File: config.mk
export PLATFORM = sky130hd
export DESIGN_NAME = load_store_unit
export DESIGN_NICKNAME = d
export VERILOG_FILES = /design/src/rtl/load_store_unit.sv
export SDC_FILE = /design/constraint.sdc
export NUM_CORES = 1
export LEC_CHECK = 0
export CAP_MARGIN = 20
export CELL_PAD_IN_SITES_DETAIL_PLACEMENT = 1
export CELL_PAD_IN_SITES_GLOBAL_PLACEMENT = 2
export CORE_MARGIN = 5
export CORE_UTILIZATION = 25
export DETAILED_ROUTE_END_ITERATION = 12
export PLACE_DENSITY_LB_ADDON = 0.15
export SLEW_MARGIN = 5
export SYNTH_ARGS = -nofsm -noshare
export SYNTH_HDL_FRONTEND = slang
export SYNTH_SLANG_ARGS = --single-unit
File: constraint.sdc
create_clock -name clk -period 1.8 [get_ports clk]
set_clock_uncertainty 0.15 [all_clocks]
set_input_delay 0.36 -clock clk [delete_from_list [all_inputs] [get_ports clk]]
set_output_delay 0.36 -clock clk [all_outputs]
set_load 0.01 [all_outputs]
File: src/rtl/load_store_unit.sv
// rtl/load_store_unit.sv - RISC-V load/store stage driving a req/ack data-memory port.
// Optional macro LSU_TIMEOUT_EN aborts a WAIT after TIMEOUT_CYCLES cycles without ack.
module load_store_unit #(
  parameter int unsigned TIMEOUT_CYCLES = 16
) (
  input  logic        clk,
  input  logic        rst_n,
  input  logic        memRead,
  input  logic        memWrite,
  input  logic [2:0]  funct3,
  input  logic [31:0] ALUResult,
  input  logic [31:0] writeData,
  output logic [31:0] readData,
  output logic        stall,
  output logic        access_err,
  output logic        mem_req,
  output logic        mem_we,
  output logic [31:0] mem_addr,
  output logic [31:0] mem_wdata,
  output logic [3:0]  mem_wstrb,
  input  logic [31:0] mem_rdata,
  input  logic        mem_ack
);

  typedef enum logic [1:0] {IDLE, WAIT, DONE} state_e;

  state_e      state_q, state_d;
  logic        mem_req_q, mem_req_d;
  logic        mem_we_q, mem_we_d;
  logic [31:0] mem_addr_q, mem_addr_d;
  logic [31:0] mem_wdata_q, mem_wdata_d;
  logic [3:0]  mem_wstrb_q, mem_wstrb_d;
  logic [31:0] read_data_q, read_data_d;
  logic        access_err_q, access_err_d;
  logic [2:0]  f3_q, f3_d;
  logic [1:0]  lo_q, lo_d;

  logic        start, legal, aligned;
  logic [1:0]  lo;
  logic [3:0]  strb;
  logic [31:0] wdata, load_fmt;
  logic [7:0]  ld_byte;
  logic [15:0] ld_half;

`ifdef LSU_TIMEOUT_EN
  localparam int unsigned CW = $clog2(TIMEOUT_CYCLES + 1);
  logic [CW-1:0] cnt_q, cnt_d;
`endif

  assign start = memRead | memWrite;
  assign lo    = ALUResult[1:0];
  assign stall = ((state_q == IDLE) && start) || (state_q == WAIT);

  // Stores are decoded whenever memWrite is set, so a read+write pair is a store.
  always_comb begin
    aligned = 1'b1;
    case (funct3[1:0])
      2'b01:   aligned = ~lo[0];
      2'b10:   aligned = (lo == 2'b00);
      default: aligned = 1'b1;
    endcase
    if (memWrite) legal = funct3 inside {3'b000, 3'b001, 3'b010};
    else          legal = funct3 inside {3'b000, 3'b001, 3'b010, 3'b100, 3'b101};
    case (funct3[1:0])
      2'b00: begin
        strb  = 4'b0001 << lo;
        wdata = {4{writeData[7:0]}};
      end
      2'b01: begin
        strb  = 4'b0011 << lo;
        wdata = {2{writeData[15:0]}};
      end
      default: begin
        strb  = 4'b1111;
        wdata = writeData;
      end
    endcase
  end

  always_comb begin
    ld_byte = mem_rdata[{lo_q, 3'b000} +: 8];
    ld_half = lo_q[1] ? mem_rdata[31:16] : mem_rdata[15:0];
    case (f3_q)
      3'b000:  load_fmt = {{24{ld_byte[7]}}, ld_byte};
      3'b001:  load_fmt = {{16{ld_half[15]}}, ld_half};
      3'b100:  load_fmt = {24'd0, ld_byte};
      3'b101:  load_fmt = {16'd0, ld_half};
      default: load_fmt = mem_rdata;
    endcase
  end

  always_comb begin
    state_d      = state_q;
    mem_req_d    = mem_req_q;
    mem_we_d     = mem_we_q;
    mem_addr_d   = mem_addr_q;
    mem_wdata_d  = mem_wdata_q;
    mem_wstrb_d  = mem_wstrb_q;
    read_data_d  = read_data_q;
    access_err_d = access_err_q;
    f3_d         = f3_q;
    lo_d         = lo_q;
`ifdef LSU_TIMEOUT_EN
    cnt_d        = cnt_q;
`endif
    case (state_q)
      IDLE: begin
        if (start) begin
          if (legal && aligned) begin
            state_d     = WAIT;
            mem_req_d   = 1'b1;
            mem_we_d    = memWrite;
            mem_addr_d  = {ALUResult[31:2], 2'b00};
            mem_wdata_d = wdata;
            mem_wstrb_d = memWrite ? strb : 4'b0000;
            f3_d        = funct3;
            lo_d        = lo;
`ifdef LSU_TIMEOUT_EN
            cnt_d       = '0;
`endif
          end else begin
            state_d      = DONE;
            access_err_d = 1'b1;
            read_data_d  = '0;
          end
        end
      end
      WAIT: begin
        if (mem_ack) begin
          state_d      = DONE;
          mem_req_d    = 1'b0;
          access_err_d = 1'b0;
          read_data_d  = mem_we_q ? 32'd0 : load_fmt;
        end
`ifdef LSU_TIMEOUT_EN
        else if (cnt_q == CW'(TIMEOUT_CYCLES - 1)) begin
          state_d      = DONE;
          mem_req_d    = 1'b0;
          access_err_d = 1'b1;
          read_data_d  = '0;
        end else begin
          cnt_d = cnt_q + 1'b1;
        end
`endif
      end
      default: state_d = IDLE;
    endcase
  end

  always_ff @(posedge clk or negedge rst_n) begin
    if (!rst_n) begin
      state_q      <= IDLE;
      mem_req_q    <= 1'b0;
      mem_we_q     <= 1'b0;
      mem_addr_q   <= '0;
      mem_wdata_q  <= '0;
      mem_wstrb_q  <= '0;
      read_data_q  <= '0;
      access_err_q <= 1'b0;
      f3_q         <= '0;
      lo_q         <= '0;
`ifdef LSU_TIMEOUT_EN
      cnt_q        <= '0;
`endif
    end else begin
      state_q      <= state_d;
      mem_req_q    <= mem_req_d;
      mem_we_q     <= mem_we_d;
      mem_addr_q   <= mem_addr_d;
      mem_wdata_q  <= mem_wdata_d;
      mem_wstrb_q  <= mem_wstrb_d;
      read_data_q  <= read_data_d;
      access_err_q <= access_err_d;
      f3_q         <= f3_d;
      lo_q         <= lo_d;
`ifdef LSU_TIMEOUT_EN
      cnt_q        <= cnt_d;
`endif
    end
  end

  assign readData   = read_data_q;
  assign access_err = access_err_q;
  assign mem_req    = mem_req_q;
  assign mem_we     = mem_we_q;
  assign mem_addr   = mem_addr_q;
  assign mem_wdata  = mem_wdata_q;
  assign mem_wstrb  = mem_wstrb_q;

endmodule

==> results.ini <==
[outcome]
status=complete, but fails checks
violations=setup timing

[power]
ir_drop_v=0.000492
p_leak_nw=4.82
p_per_area_mw_per_mm2=1350

[synth]
synth_compound_area_share_pct=16.7
yosys-top-cells-area=dfrtp_1 (49%), mux2_4 (14%), a22o_1 (4.6%)
yosys_warnings=0
synth_top_area_cell=dfrtp_1
netlist_area_mm2=0.00549
yosys_most_used_dff=dfrtp_1
syn_avg_cell_area_um2=12.6
yosysUniqueCellTypes=47
ys_ff_latch=108
postSynthCellCount=435
synth_edf_count=0
synthAdderAreaFrac_pct=0.912
async_reset_ff_share_pct=100
yosys.area.top_type_share_pct=49.2
synthMuxAreaShare_pct=20.8
synth_top_family_by_area=multiplexers
synth_seq_area_share_pct=49.2
yosys.area_share.xor_xnor_pct=0
yosys.area_share.simple_pct=6.63

[clock_network]
clkSlewWorstSetupHoldPaths_ps=80
insertion_delay_ps=350
clock_sinks=108
cts_max_path_buffers=2
htreeDepth=3
cts_made_buffers=9
cts-root-buf=clkbuf_16
tritoncts=yes

[sta]
finalHoldWorstSlack_ps=214
hold_viol_final=0
worst_pin_slew_ps=592
min_period_ps=2220
max_slew_margin_pct=60.4
setup_viol=108
slew_violations=0
rsz0062_at_grt=yes
layout_setup_ws_ps=-425
fin_crit_sh_pct=124
max_freq_mhz=449

[floorplanning]
die_width_um=158
pin_count=208
die_area_mm2=0.0250
core_area_mm2=0.0217
die_h_um=158
start_util_pct=25.3
rows=54

[place]
numPortBuffers=205
dp_cells=952
dp_hpwl_mm=14.5
place.gp.congestion=0.795
dp_slack_ps=-1430

[setup_path]
reg2reg_slack_ps=-410
cp-start-kind=primary input
end_kind=register
cp.required_ps=1890
worstSetupPathType=primary input to register
path_max_fanout=5
crit_arrival_ps=2310

[detailed_routing]
avgRoutedWirePerCell_um=20.2
final_antenna_net_count=0
drt_iter0_drc=118
drc=0
wl_met2_mm=10.2
first_pass_iters=4
routed_wl_mm=20.4
via_per_inst=4.66
met1Wirelength_mm=8.52
vias=4704
wl_met3_mm=1.22
top_layer=met5

[run]
cap_viol_max_count=0

[global_route]
grt_max_degree=42
grt_util_all_layers_pct=16.0
grt_pass1_wl_mm=30.9
overflow=0
antenna_found_initial=1
grt_pass1_vias=5348

[final_layout]
layout_common_cells=clkdlybuf4s50_1 (110), dfrtp_1 (107), buf_4 (66)
nFillCells=2275
antennaDiodeCount=0
nNetsFinal=832
instances_no_fill=1009
syn_to_final_growth_pct=70.9
multi_input_area_mm2=0.00272
drive_above_1_share_pct=30.7
seqCellArea_mm2=0.00270
final_common_cell=clkdlybuf4s50_1

[min_path]
hp-class=primary input to register

## cell families after synthesis
logic type                 Yosys count
AOI/OAI and AO/OA                  127
buffers and inverters               49
DFF                                108
adders and majority gates            4
other                                1
and+or+nand+nor                     60
muxes                               86
## timing repair
item | 4_1_cts | 5_1_grt
hold buffers | 1 | 0
endpoints found under the setup margin | 156 | 147
gates cloned | 7 | 1
endpoints found under the hold margin | 21 | 0
setup buffers | 32 | 12
pin swaps | 27 | 9
gates resized for setup | 118 | 76
## through the flow
step | setup TNS [ps] | power [mW] | utilization [%] | cell area (µm²)
after floorplan | -53180 | 7.07 | - | 5540
after global placement | -131120 | 10.3 | 38.1 | 8270
after detailed placement | -137220 | 10.4 | 38.1 | 8270
after CTS | -48720 | 12.7 | 42.0 | 9100
after global routing | -33740 | 13.4 | 43.3 | 9380
final | -29700 | 12.7 | 43.3 | 9380
## critical path, cell delays in order
cell and delay, ps:
buf_12 120, inv_12 60, ha_4 150, nor2_4 40, o21a_4 210, buf_6 120
or4_4 430, buf_6 140, buf_8 120, buf_8 130, buf_12 130, mux2_4 290
## area by class of cell
type / count / area share [%]
clock buffers: 10 / 2.44
clock inverters: 6 / 0.547
inverters: 18 / 0.934
multi-input cells: 280 / 29.0
flip-flops and latches: 108 / 28.8
well taps: 280 / 3.73
repair buffers: 307 / 34.5
## Yosys cell counts, drive strengths merged (2+ instances only)
library cell / number
a211oi: 7
a21bo: 6
a21o: 2
a21oi: 25
a221oi: 2
a22o: 29
a22oi: 2
a31oi: 2
buf: 17
clkbuf: 14
dfrtp: 108
ha: 4
inv: 18
mux2: 66
mux2i: 19
nand2: 7
nand2b: 21
nor2: 6
nor2b: 15
nor3: 2
o211ai: 6
o21ai: 22
o221ai: 7
o2bb2ai: 9
o31ai: 2
## registers in the layout, summed over array words and instances (netlist names), 2 cells and up
register / cells
mem_addr: 30
mem_wstrb: 4
f3_q: 3
readData: 32
lo_q: 2
mem_wdata: 32
state_q: 2
## power by group
group | total (mW) | leakage (nW) | internal, mW | switching [mW]
logic | 6.49 | 3.33 | 3.86 | 2.64
registers | 4.18 | 1.35 | 3.45 | 0.734
clock network | 1.98 | 0.140 | 0.971 | 1.01
## path summary, 6_finish.rpt
path                                            end                startpoint  cells after the start
max in group asynchronous  mem_wdata[7]$_DFFE_PN0P_                     rst_n                      3
setup / recovery           mem_addr[15]$_DFFE_PN0P_                 funct3[1]                     12
setup reg to reg           mem_addr[15]$_DFFE_PN0P_    state_q[1]$_DFFE_PN0P_                      7
hold reg to reg            readData[15]$_DFFE_PN0P_  readData[15]$_DFFE_PN0P_                      1
min in group asynchronous  mem_addr[14]$_DFFE_PN0P_                     rst_n                      2
hold / removal                  f3_q[0]$_DFFE_PN0P_                 funct3[0]                      3
## layer usage
layer	GRT usage, %	up-vias
li1	-	2174
met1	20.0	2363
met2	27.9	137
met3	3.31	28
met4	4.96	2
met5	0	-
Power figures use the tool's default switching activity.
